$ cat src/rtl/lsu_pkg.sv
// lsu_pkg: access-size encodings, FSM states, latencies and request legality for load_store_unit.
// Byte/half support is compiled in only when LSU_SUBWORD_EN is defined.
package lsu_pkg;
  localparam logic [1:0] SIZE_BYTE = 2'b00;
  localparam logic [1:0] SIZE_HALF = 2'b01;
  localparam logic [1:0] SIZE_WORD = 2'b10;
  localparam logic [1:0] SIZE_ILL  = 2'b11;
  typedef enum logic [2:0] {IDLE, RD, MRG, WR, RESP} lsu_state_e;
  localparam int LAT_ERR  = 1;
  localparam int LAT_WORD = 2;
  localparam int LAT_RMW  = 4;
`ifdef LSU_SUBWORD_EN
  localparam bit SUBWORD_EN = 1'b1;
`else
  localparam bit SUBWORD_EN = 1'b0;
`endif
  function automatic logic req_error(input logic [1:0] size, input logic [1:0] lo);
    return size == SIZE_ILL || (size == SIZE_HALF && lo[0]) || (size == SIZE_WORD && lo != 2'b00) ||
           (!SUBWORD_EN && size != SIZE_WORD);
  endfunction
endpackage

$ cat src/rtl/byte_lane_align.sv
// byte_lane_align: little-endian lane extraction/extension for loads and lane merge for stores.
module byte_lane_align import lsu_pkg::*; (
  input  logic [1:0]  size,
  input  logic        sign_ext,
  input  logic [1:0]  lane,
  input  logic [31:0] rdata,
  input  logic [31:0] wdata,
  output logic [31:0] load_data,
  output logic [31:0] merge_data
);
  logic [7:0]  rbyte;
  logic [15:0] rhalf;
  logic [31:0] mask, wrep;
  always_comb begin
    rbyte = 8'(rdata >> {lane, 3'b000});
    rhalf = lane[1] ? rdata[31:16] : rdata[15:0];
    load_data = size == SIZE_BYTE ? {{24{sign_ext & rbyte[7]}}, rbyte} :
                size == SIZE_HALF ? {{16{sign_ext & rhalf[15]}}, rhalf} : rdata;
    mask = size == SIZE_BYTE ? 32'h0000_00FF << {lane, 3'b000} :
           size == SIZE_HALF ? (lane[1] ? 32'hFFFF_0000 : 32'h0000_FFFF) : '1;
    wrep = size == SIZE_BYTE ? {4{wdata[7:0]}} : size == SIZE_HALF ? {2{wdata[15:0]}} : wdata;
    merge_data = (rdata & ~mask) | (wrep & mask);
  end
endmodule

$ cat src/rtl/load_store_unit.sv
// load_store_unit: single-outstanding load/store FSM in front of a synchronous data memory.
// Define LSU_SUBWORD_EN to build byte/half accesses (read-modify-write stores); otherwise they error.
module load_store_unit import lsu_pkg::*; #(
  parameter int ADDR_WIDTH = 32
) (
  input  logic                  clock,
  input  logic                  reset_n,
  input  logic                  reqValid,
  output logic                  reqReady,
  input  logic                  reqWrite,
  input  logic [1:0]            reqSize,
  input  logic                  reqSigned,
  input  logic [ADDR_WIDTH-1:0] reqAddress,
  input  logic [31:0]           reqWriteData,
  output logic                  respValid,
  output logic [31:0]           respData,
  output logic                  respError,
  output logic [ADDR_WIDTH-1:0] memAddress,
  output logic [31:0]           memWriteData,
  output logic                  memRead,
  output logic                  memWrite,
  input  logic [31:0]           memReadData
);
  lsu_state_e state_q, state_d;
  logic write_q, write_d, signed_q, signed_d, err_q, err_d;
  logic [1:0] size_q, size_d;
  logic [ADDR_WIDTH-1:0] addr_q, addr_d;
  logic [31:0] wdata_q, wdata_d, load_data, store_data;
  logic accept;
  assign accept = reqValid && state_q == IDLE;
  always_ff @(posedge clock or negedge reset_n) begin
    if (!reset_n) begin
      state_q  <= IDLE;
      write_q  <= 1'b0;
      signed_q <= 1'b0;
      err_q    <= 1'b0;
      size_q   <= 2'b00;
      addr_q   <= '0;
      wdata_q  <= '0;
    end else begin
      state_q  <= state_d;
      write_q  <= write_d;
      signed_q <= signed_d;
      err_q    <= err_d;
      size_q   <= size_d;
      addr_q   <= addr_d;
      wdata_q  <= wdata_d;
    end
  end
  always_comb begin
    write_d  = accept ? reqWrite : write_q;
    signed_d = accept ? reqSigned : signed_q;
    size_d   = accept ? reqSize : size_q;
    addr_d   = accept ? reqAddress : addr_q;
    wdata_d  = accept ? reqWriteData : wdata_q;
    err_d    = accept ? req_error(reqSize, reqAddress[1:0]) : err_q;
  end
  always_comb begin
    state_d = state_q;
    case (state_q)
      IDLE: if (accept) state_d = req_error(reqSize, reqAddress[1:0]) ? RESP :
                                  (reqWrite && reqSize == SIZE_WORD) ? WR : RD;
`ifdef LSU_SUBWORD_EN
      RD:   state_d = write_q ? MRG : RESP;
      MRG:  state_d = WR;
`else
      RD:   state_d = RESP;
`endif
      WR:   state_d = RESP;
      default: state_d = IDLE;
    endcase
  end
`ifdef LSU_SUBWORD_EN
  logic [31:0] merge_q, merge_d, merge_data;
  byte_lane_align u_align (
    .size(size_q), .sign_ext(signed_q), .lane(addr_q[1:0]), .rdata(memReadData),
    .wdata(wdata_q), .load_data(load_data), .merge_data(merge_data)
  );
  always_comb merge_d = state_q == MRG ? merge_data : merge_q;
  always_ff @(posedge clock or negedge reset_n) begin
    if (!reset_n) merge_q <= '0;
    else merge_q <= merge_d;
  end
  assign store_data = size_q == SIZE_WORD ? wdata_q : merge_q;
`else
  logic unused_sub;
  assign unused_sub = ^{size_q, signed_q};
  assign load_data  = memReadData;
  assign store_data = wdata_q;
`endif
  // All outputs decode from registered state, so the async reset clears them at once.
  always_comb begin
    reqReady     = state_q == IDLE;
    memRead      = state_q == RD;
    memWrite     = state_q == WR;
    respValid    = state_q == RESP;
    respError    = respValid && err_q;
    respData     = (respValid && !err_q && !write_q) ? load_data : '0;
    memAddress   = addr_q & ~ADDR_WIDTH'(3);
    memWriteData = memWrite ? store_data : '0;
  end
endmodule

$ cat config.mk
export PLATFORM = sky130hd
export DESIGN_NAME = load_store_unit
export DESIGN_NICKNAME = d
export VERILOG_FILES = /design/src/rtl/lsu_pkg.sv /design/src/rtl/byte_lane_align.sv /design/src/rtl/load_store_unit.sv
export SDC_FILE = /design/constraint.sdc
export NUM_CORES = 1
export LEC_CHECK = 0
export ABC_AREA = 1
export BUFFER_PORTS_ARGS = -buffer_cell sky130_fd_sc_hd__buf_2
export CORE_MARGIN = 3
export CORE_UTILIZATION = 42
export CTS_CLUSTER_DIAMETER = 50
export DETAILED_ROUTE_END_ITERATION = 8
export HOLD_SLACK_MARGIN = 0.08
export PLACE_DENSITY = 0.8
export SLEW_MARGIN = 5
export SYNTH_ARGS = -nofsm -noshare
export SYNTH_HDL_FRONTEND = slang
export SYNTH_SLANG_ARGS = --single-unit
$ cat constraint.sdc
create_clock -name clock -period 1.3 [get_ports clock]
set_input_delay 0.26 -clock clock [delete_from_list [all_inputs] [get_ports clock]]
set_output_delay 0.26 -clock clock [all_outputs]
set_load 0.05 [all_outputs]
Word level (Yosys, flattened, before mapping). Cells that the tools add are included.

Register bits: 69. Input bits: 103. Output and inout bits: 101.

Equal/unequal tests: 8. Multiplexer cells: 6. Reductions and logical operators: 15.

Operator list (number): two-way mux 32 bit (2); logical AND 1 bit (7); two-way mux 3 bit (2); case mux 3 bit (2 select lines) (1); == test 2 bit, second input constant (2); == test 3 x 1 -> 1 bit, second input constant (1); == test 3 x 2 -> 1 bit, second input constant (1); == test 3 bit, second input constant (1); logical NOT 3 bit (1); logical OR 1 bit (3); == test 2 x 1 -> 1 bit, second input constant (1); logical NOT 1 bit (2); two-way mux 2 bit (1); inequality test 2 x 1 -> 1 bit, second input constant (1); inequality test 2 bit, second input constant (1); nonzero test 2 bit (1); OR reduction 2 bit (1).

Depth between registers and ports, before layout. Gate-level depths: netlist (run 1).

Depth after elaboration: 8. Gate-level depth with buffers: 6. Depth with buffers taken out: 5.

Worst setup path after synthesis (run 1). Ideal clock, no wire load.

Path type: register to output. Start point: reg state_q[1]. End point: out respData[0]. Data arrival time: 2.001 ns. Slack: -0.961 ns. Stages on the path, launching flop included: 5. Path through: dfrtp_1 > nor3_4 > nand2_1 > buf_2 > nor2_1.

Longest elaborated chain between the ends: 4.

Ends and longest elaborated chain: start, declared (line load_store_unit.sv:24) `lsu_state_e state_q, state_d;`; start signal, assigned (line load_store_unit.sv:41) `state_q <= state_d;`; == test 3 bit (line load_store_unit.sv:96) `respValid = state_q == RESP;`; net respValid (line load_store_unit.sv:15) `output logic respValid,`; logical AND 1 bit (2 in a row) (line load_store_unit.sv:98) `respData = (respValid && !err_q && !write_q) ? load_data : '0;`; two-way mux 32 bit (line load_store_unit.sv:98); end, declared (line load_store_unit.sv:16) `output logic [31:0] respData,`.

The timed path passes the listed nets, and every way through them passes these cells.

Final worst setup path (run 1).
Start point: reg state_q[1]. End point: out respData[30].

Longest elaborated chain between the ends: 4.

Ends and longest elaborated chain (line): == test 3 bit (load_store_unit.sv:96); logical AND 1 bit (2 in a row) (load_store_unit.sv:98); two-way mux 32 bit (load_store_unit.sv:98).

No other way between the ends.

==> results.tsv, run 1 <==
stage	metric	value	unit
worst_setup_path	largest stage delay on the critical path	0.44	ns
sta	fin crit share	1.424	
floorplan	chip width	92.61	µm
worst_setup_path	CP max-delay cell	dfrtp_2	
worst_hold_path	Hold Crit Depth	3	
clocking	clk buf depth	2	
cells_and_area	fraction of layout cells with a size suffix above 1	0.5539	
synth	most instantiated library cell after synthesis	nand2_1	
cells_and_area	# fillers	300	
worst_setup_path	reg2reg start	state_q[1]	
floorplan	Die H	92.61	µm
global_routing	vias in the first global route	3682	
sta	final setup violation count	136	
floorplan	std cell rows	30	
synth	Avg Cell Area, Syn	7.276	µm²
cells_and_area	n_diodes	0	
synth	Post-Syn Area	0.003151	mm²
floorplan	IO Pins	204	
floorplan	die area	0.008577	mm²
route	DRC viols	0	
global_routing	pin count of the biggest net entering global routing	68	
synth	top cell type by total area after synthesis	dfrtp_1	
sta	RSZ-0062 raised after global routing	yes	
place	PortBufs	200	
synth	predominant post-synthesis flop cell	dfrtp_1	
synth	Synth area leaders	dfrtp_1, nand2_1, inv_1	
worst_setup_path	worst path required time	1.04	ns
clocking	Sink Count	67	
route	via count	3782	
run_status	outcome	finished, violations left	
worst_hold_path	Worst Hold End	addr_q[8]	
sta	skew final	0.01476	ns
synth	asr flop ratio synth	1.000	
worst_hold_path	HP Class	primary input to flop	
worst_setup_path	R2R Setup Slk	-0.35	ns
synth	Seq/Total Area, Yosys	0.5322	
cells_and_area	final cell count without fillers	773	
place	hpwl dp	7390	µm
clocking	Num CTS Buffers	9	
route	wire length per cell	18.51	µm
synth	Post-synth top cells	nand2_1, inv_1, nor2_1	
route	Initial DRC Count	201	
power	LEAKAGE	3.398	nW
synth	Post-synth EDFFs	0	
floorplan	initial core utilization	0.4488	
global_routing	antenna violations before repair	0	
clocking	CTS root buf	clkbuf_8	
clocking	clock slew at reported path FFs	0.08	ns
route	DRT antenna net count	0	
flow_run	max-cap viol count	0	
floorplan	Placeable Area	0.007019	mm²
power	peak supply drop	1.903	mV
sta	Pins Over Slew Limit	0	
power	Pwr Total	14.00	mW
worst_setup_path	Worst Setup SP	state_q[1]	
place	RePlAce Congestion	0.7684	
sta	fin crit period	1.851	ns
synth	synth unique cells	17	
route	via/cell ratio	4.893	
cells_and_area	Nets	776	
clocking	CTS tree	done	
place	DP Worst Slack	-0.2695	ns
synth	Warnings, synthesis	0	
route	WL final	14310	µm
clocking	Clock Latency Late Sink	0.34	ns
worst_setup_path	CP cell instances	nor3_4 > nand2_4 > buf_12 > nor2_2 > buf_6	
sta	fmax	540.2	MHz
cells_and_area	synthesis-to-finish area growth	100.4	%
worst_setup_path	Critical Path Fanout Max	17	
synth	Synth Register Bits	67	
worst_setup_path	Crit Path Class	flop to output port	
worst_setup_path	R2R depth	10	
worst_setup_path	CP Capture Type	output port	
clocking	H-tree depth	3	
run_status	failing checks	negative setup slack	
worst_setup_path	Critical R2R Capture	addr_q[6]	
power	power per cell area	2216	mW/mm²
global_routing	gr ovfl total	0	
place	placed cell count	732	
worst_setup_path	Startpoint Class	flop	
worst_setup_path	CP Data Arrival Time	1.59	ns
global_routing	GRT Util Overall	0.2705	
sta	final setup TNS	-53.28	ns
sta	final setup margin	-0.5512	ns
route	TritonRoute pass-1 iters	4	
worst_hold_path	hold_sp	reqAddress[8]	
synth	Gate Count Post-Synth	433	
synth	post-synth top area share	0.5322	
sta	final hold vios	0	
global_routing	first-pass GRT wire length	18150	µm
==> cells in the final DEF (no fill, tap or decap), types with 9 or more instances in the layout <==
master / n
buf_6: 53
buf_4: 12
clkbuf_16: 11
buf_12: 14
nor2_4: 63
clkbuf_8: 9
buf_2: 130
inv_1: 66
nand2_2: 34
nand2_1: 160
dfrtp_1: 66
buf_8: 26
==> registers in the layout, summed over array words and instances (netlist names) <==
signal and cells:
err_q 1, write_q 1, store_data 32, state_q 3, addr_q 30
==> power by group <==
part	switching, mW	leakage (nW)	internal [mW]	total [mW]
Sequential	0.659	0.826	3.08	3.74
Clock	0.811	0.112	1.26	2.07
Combinational	5.41	2.46	2.77	8.18
==> per-stage QoR <==
| stage | hold WS [ns] | util | instance area, µm² |
|---|---|---|---|
| 2_1_floorplan | -0.03559 | - | 3699 |
| 3_3_place_gp | 0.2997 | 0.7009 | 4920 |
| 3_5_place_dp | 0.3077 | 0.7009 | 4920 |
| 4_1_cts | 0.1072 | 0.8077 | 5669 |
| 5_1_grt | 0.1003 | 0.8996 | 6315 |
| 6_report | 0.1092 | 0.8996 | 6315 |
==> final cells by class <==
| class | instances | area (µm²) | share of cell area |
|---|---|---|---|
| Inverter | 71 | 296.5 | 0.04696 |
| Timing Repair inverter | 1 | 11.26 | 0.001783 |
| Timing Repair Buffer | 248 | 2301 | 0.3644 |
| Tap cell | 96 | 120.1 | 0.01902 |
| Sequential cell | 67 | 1678 | 0.2657 |
| Multi-Input combinational cell | 275 | 1678 | 0.2657 |
| Clock inverter | 5 | 102.6 | 0.01625 |
| Clock buffer | 10 | 127.6 | 0.02021 |
==> kinds of logic after synthesis <==
kind of cell	after synthesis	share of synthesized area
buffers and inverters	92	0.1319
other	1	0.001190
AOI/OAI and AO/OA	2	0.003174
and+or+nand+nor	271	0.3316
DFF	67	0.5322
==> worst max path at each step <==
stage | to | slack, ns | cells after the start
global route | respData[30] | -0.63 | 5
detailed placement | respData[10] | -0.27 | 6
finish | respData[30] | -0.55 | 5
global placement | respData[20] | -0.24 | 6
CTS | respData[10] | -0.53 | 5
floorplan | respData[0] | -0.61 | 5
==> worst max-delay path: cells and delay by family (launching register included) <==
kind | cells | cell delay, ns
DFF | 1 | 0.44
and+or+nand+nor | 3 | 0.43
buffers and inverters | 2 | 0.36
==> routing by layer <==
metal,wire length (µm),global-route usage
met5,0,0
met2,7673,0.4858
met1,5023,0.3017
met4,399,0.09646
met3,1211,0.08286
==> timing repair <==
| action | CTS | global route |
|---|---|---|
| buffers inserted | 2 | 9 |
| setup endpoints to repair | 135 | 135 |
| cloned | 0 | 16 |
| pin swaps | 3 | 11 |
| gates resized for setup | 157 | 78 |
| endpoints found under the hold margin | 67 | 0 |
| hold buffers | 1 | 0 |
Note: power is estimated with default switching activity, not from simulation.
==> run 2, diff against run 1 <==
--- a/config.mk
+++ b/config.mk
@@ -7,12 +7,14 @@
 export LEC_CHECK = 0
 export ABC_AREA = 1
 export BUFFER_PORTS_ARGS = -buffer_cell sky130_fd_sc_hd__buf_2
+export CELL_PAD_IN_SITES_DETAIL_PLACEMENT = 1
+export CELL_PAD_IN_SITES_GLOBAL_PLACEMENT = 1
 export CORE_MARGIN = 3
-export CORE_UTILIZATION = 42
+export CORE_UTILIZATION = 28
 export CTS_CLUSTER_DIAMETER = 50
 export DETAILED_ROUTE_END_ITERATION = 8
 export HOLD_SLACK_MARGIN = 0.08
-export PLACE_DENSITY = 0.8
+export PLACE_DENSITY = 0.9
 export SLEW_MARGIN = 5
 export SYNTH_ARGS = -nofsm -noshare
 export SYNTH_HDL_FRONTEND = slang
==> constraint.sdc (replaced) <==
create_clock -name clock -period 1.3 [get_ports clock]
set_input_delay 0.26 -clock clock [delete_from_list [all_inputs] [get_ports clock]]
set_output_delay 0.26 -clock clock [all_outputs]
set_load 0.1 [all_outputs]
==> run 2 against run 1 <==
The run still ends with negative setup slack left. Total power rose by 39%. Via count fell by 0.93%. Cell count grew 3.6%. Die area is 46% higher. Count of clock-buffer cells in the layout decreased by 1. Global-route usage shrank 2.7 points. Clock skew down 0.0067 ns. Fmax is 5.5% lower. Utilization shrank 25 points. Critical path depth grew 1. Largest power group unchanged.
==> results.tsv, run 2 (synthesized netlist as in run 1, its figures left out) <==
stage	metric	value	unit	change
worst_setup_path	CP cell instances	inv_2 > buf_4 > nand3_4 > clkbuf_16 > nor2_4 > buf_12		was nor3_4 > nand2_4 > buf_12 > nor2_2 > buf_6
global_routing	antenna violations before repair	0		unchanged
flow_run	max-cap viol count	0		unchanged
route	DRT antenna net count	0		unchanged
cells_and_area	fraction of layout cells with a size suffix above 1	0.5189		was 0.5539
power	peak supply drop	1.982	mV	was 1.903 mV
route	WL final	16910	µm	was 14,310 µm
worst_setup_path	CP Capture Type	output port		unchanged
sta	final setup violation count	135		was 136
run_status	failing checks	negative setup slack		unchanged
worst_setup_path	CP max-delay cell	dfrtp_1		was dfrtp_2
floorplan	std cell rows	38		was 30
route	Initial DRC Count	150		was 201
worst_setup_path	Startpoint Class	flop		unchanged
route	wire length per cell	21.11	µm	was 18.51 µm
global_routing	vias in the first global route	4167		was 3,682
global_routing	gr ovfl total	0		unchanged
worst_setup_path	Crit Path Class	flop to output port		unchanged
sta	final setup margin	-0.6587	ns	was -0.5512 ns
cells_and_area	n_diodes	0		unchanged
worst_setup_path	Critical Path Fanout Max	8		was 17
clocking	CTS root buf	clkbuf_16		was clkbuf_8
power	Switching Fraction	0.5220		was 0.4919
cells_and_area	Nets	759		was 776
sta	fin crit period	1.959	ns	was 1.851 ns
power	power per cell area	2732	mW/mm²	was 2216 mW/mm²
route	TritonRoute pass-1 iters	4		unchanged
run_status	outcome	finished, violations left		unchanged
clocking	clk buf depth	2		unchanged
floorplan	die area	0.01256	mm²	was 0.008577 mm²
global_routing	first-pass GRT wire length	23690	µm	was 18,150 µm
cells_and_area	max reg flops	32		unchanged
clocking	Num CTS Buffers	9		unchanged
worst_hold_path	HP Class	primary input to flop		unchanged
sta	final setup TNS	-58.16	ns	was -53.28 ns
power	switching power	10.18	mW	was 6.885 mW
floorplan	IO Pins	204		unchanged
sta	final hold vios	0		unchanged
floorplan	Die H	112.1	µm	was 92.61 µm
clocking	CTS tree	done		unchanged
sta	WHS	0.1262	ns	was 0.1092 ns
power	LEAKAGE	3.557	nW	was 3.398 nW
clocking	Sink Count	67		unchanged
route	via count	3747		was 3,782
place	RePlAce Congestion	0.7896		was 0.7684
worst_setup_path	R2R Setup Slk	-0.31	ns	was -0.35 ns
global_routing	pin count of the biggest net entering global routing	68		unchanged
floorplan	initial core utilization	0.2881		was 0.4488
clocking	H-tree depth	3		unchanged
power	combinational share of power	0.635		was 0.584
sta	RSZ-0062 raised after global routing	yes		unchanged
floorplan	Placeable Area	0.01094	mm²	was 0.007019 mm²
route	DRC viols	0		unchanged
power	Int Power	9.324	mW	was 7.111 mW
sta	fin crit share	1.507		was 1.424
cells_and_area	commonest non-fill, non-tap cell in the layout	nand2_1		unchanged
cells_and_area	commonest non-fill, non-tap cells in the layout	nand2_1, buf_12, buf_2		was nand2_1, buf_2, inv_1, dfrtp_1, nor2_4
cells_and_area	synthesis-to-finish area growth	126.6	%	was 100.4%
sta	Pins Over Slew Limit	0		unchanged
clocking	Clock Latency Late Sink	0.33	ns	was 0.34 ns
power	sequential group share of total power	0.209		was 0.267
worst_setup_path	CP Data Arrival Time	1.70	ns	was 1.59 ns
clocking	clock slew at reported path FFs	0.06	ns	was 0.08 ns
power	Pwr Total	19.51	mW	was 14.00 mW
sta	fmax	510.6	MHz	was 540.2 MHz
sta	skew final	0.008088	ns	was 0.01476 ns
power	clock network fraction of total power	0.156		was 0.148
worst_setup_path	largest stage delay on the critical path	0.40	ns	was 0.44 ns
floorplan	chip width	112.1	µm	was 92.61 µm
place	PortBufs	200		unchanged
place	hpwl dp	11110	µm	was 7390 µm
global_routing	GRT Util Overall	0.2434		was 0.2705
route	via/cell ratio	4.678		was 4.893
worst_setup_path	worst path required time	1.04	ns	about the same
-- run 2: worst paths after layout --
check,to,startpoint,cells past startpoint
setup / recovery,memWriteData[10],state_q[2],6
hold / removal,addr_q[10],reqAddress[10],3
setup reg to reg,addr_q[5],state_q[2],8
hold reg to reg,store_data[27],store_data[27],2
max in group asynchronous,state_q[1],reset_n,3
min in group asynchronous,store_data[25],reset_n,3
-- run 2: timing repair --
action / CTS / global route
setup buffers: 7 / 5
setup endpoints to repair: 135 / 136
gates resized for setup: 37 / 16
hold buffers: 1 / 0
endpoints found under the hold margin: 67 / 0
gates cloned: 3 / 3
pin swaps: 3 / 3
-- run 2: through the flow --
| step | cell area (µm²) | std cells | worst slack [ns] | util |
|---|---|---|---|---|
| 2_1_floorplan | 3691 | 434 | -1.208 | - |
| 3_3_place_gp | 6392 | 771 | -0.2005 | 0.5846 |
| 3_5_place_dp | 6392 | 771 | -0.2695 | 0.5846 |
| 4_1_cts | 7038 | 797 | -0.5828 | 0.6436 |
| 5_1_grt | 7139 | 801 | -0.6968 | 0.6529 |
| 6_report | 7139 | 801 | -0.6587 | 0.6529 |
-- run 2: layout make-up --
cell class	instances	area [µm²]
flip-flops and latches	67	1678
inverters	71	284.0
clock inverters	7	140.1
repair buffers	232	2990
clock buffers	9	225.2
fillers	1155	3796
well taps	140	175.2
multi-input cells	275	1647
-- run 2: critical path: cells and delay by family, from the launching register on --
kind	cells	cell delay, ns
buf+inv	4	0.67
simple gates	2	0.28
flops	1	0.40
-- run 2: routing by layer --
metal / GRT usage / vias up / wire [µm]
met4: 0.1050 / 0 / 656
met3: 0.05499 / 42 / 999
met5: 0 / - / 0
li1: - / 1677 / -
met1: 0.2522 / 1842 / 5828
met2: 0.4668 / 186 / 9428
-- run 2: power by group through the flow --
stage               clock (mW)  combinational, mW  sequential [mW]
finish                    3.03               12.4             4.08
global route              3.18               12.8             4.18
CTS                       3.03               12.2             4.01
detailed placement           0               11.5             4.00
global placement             0               11.2             3.86
floorplan                    0               4.10             6.94
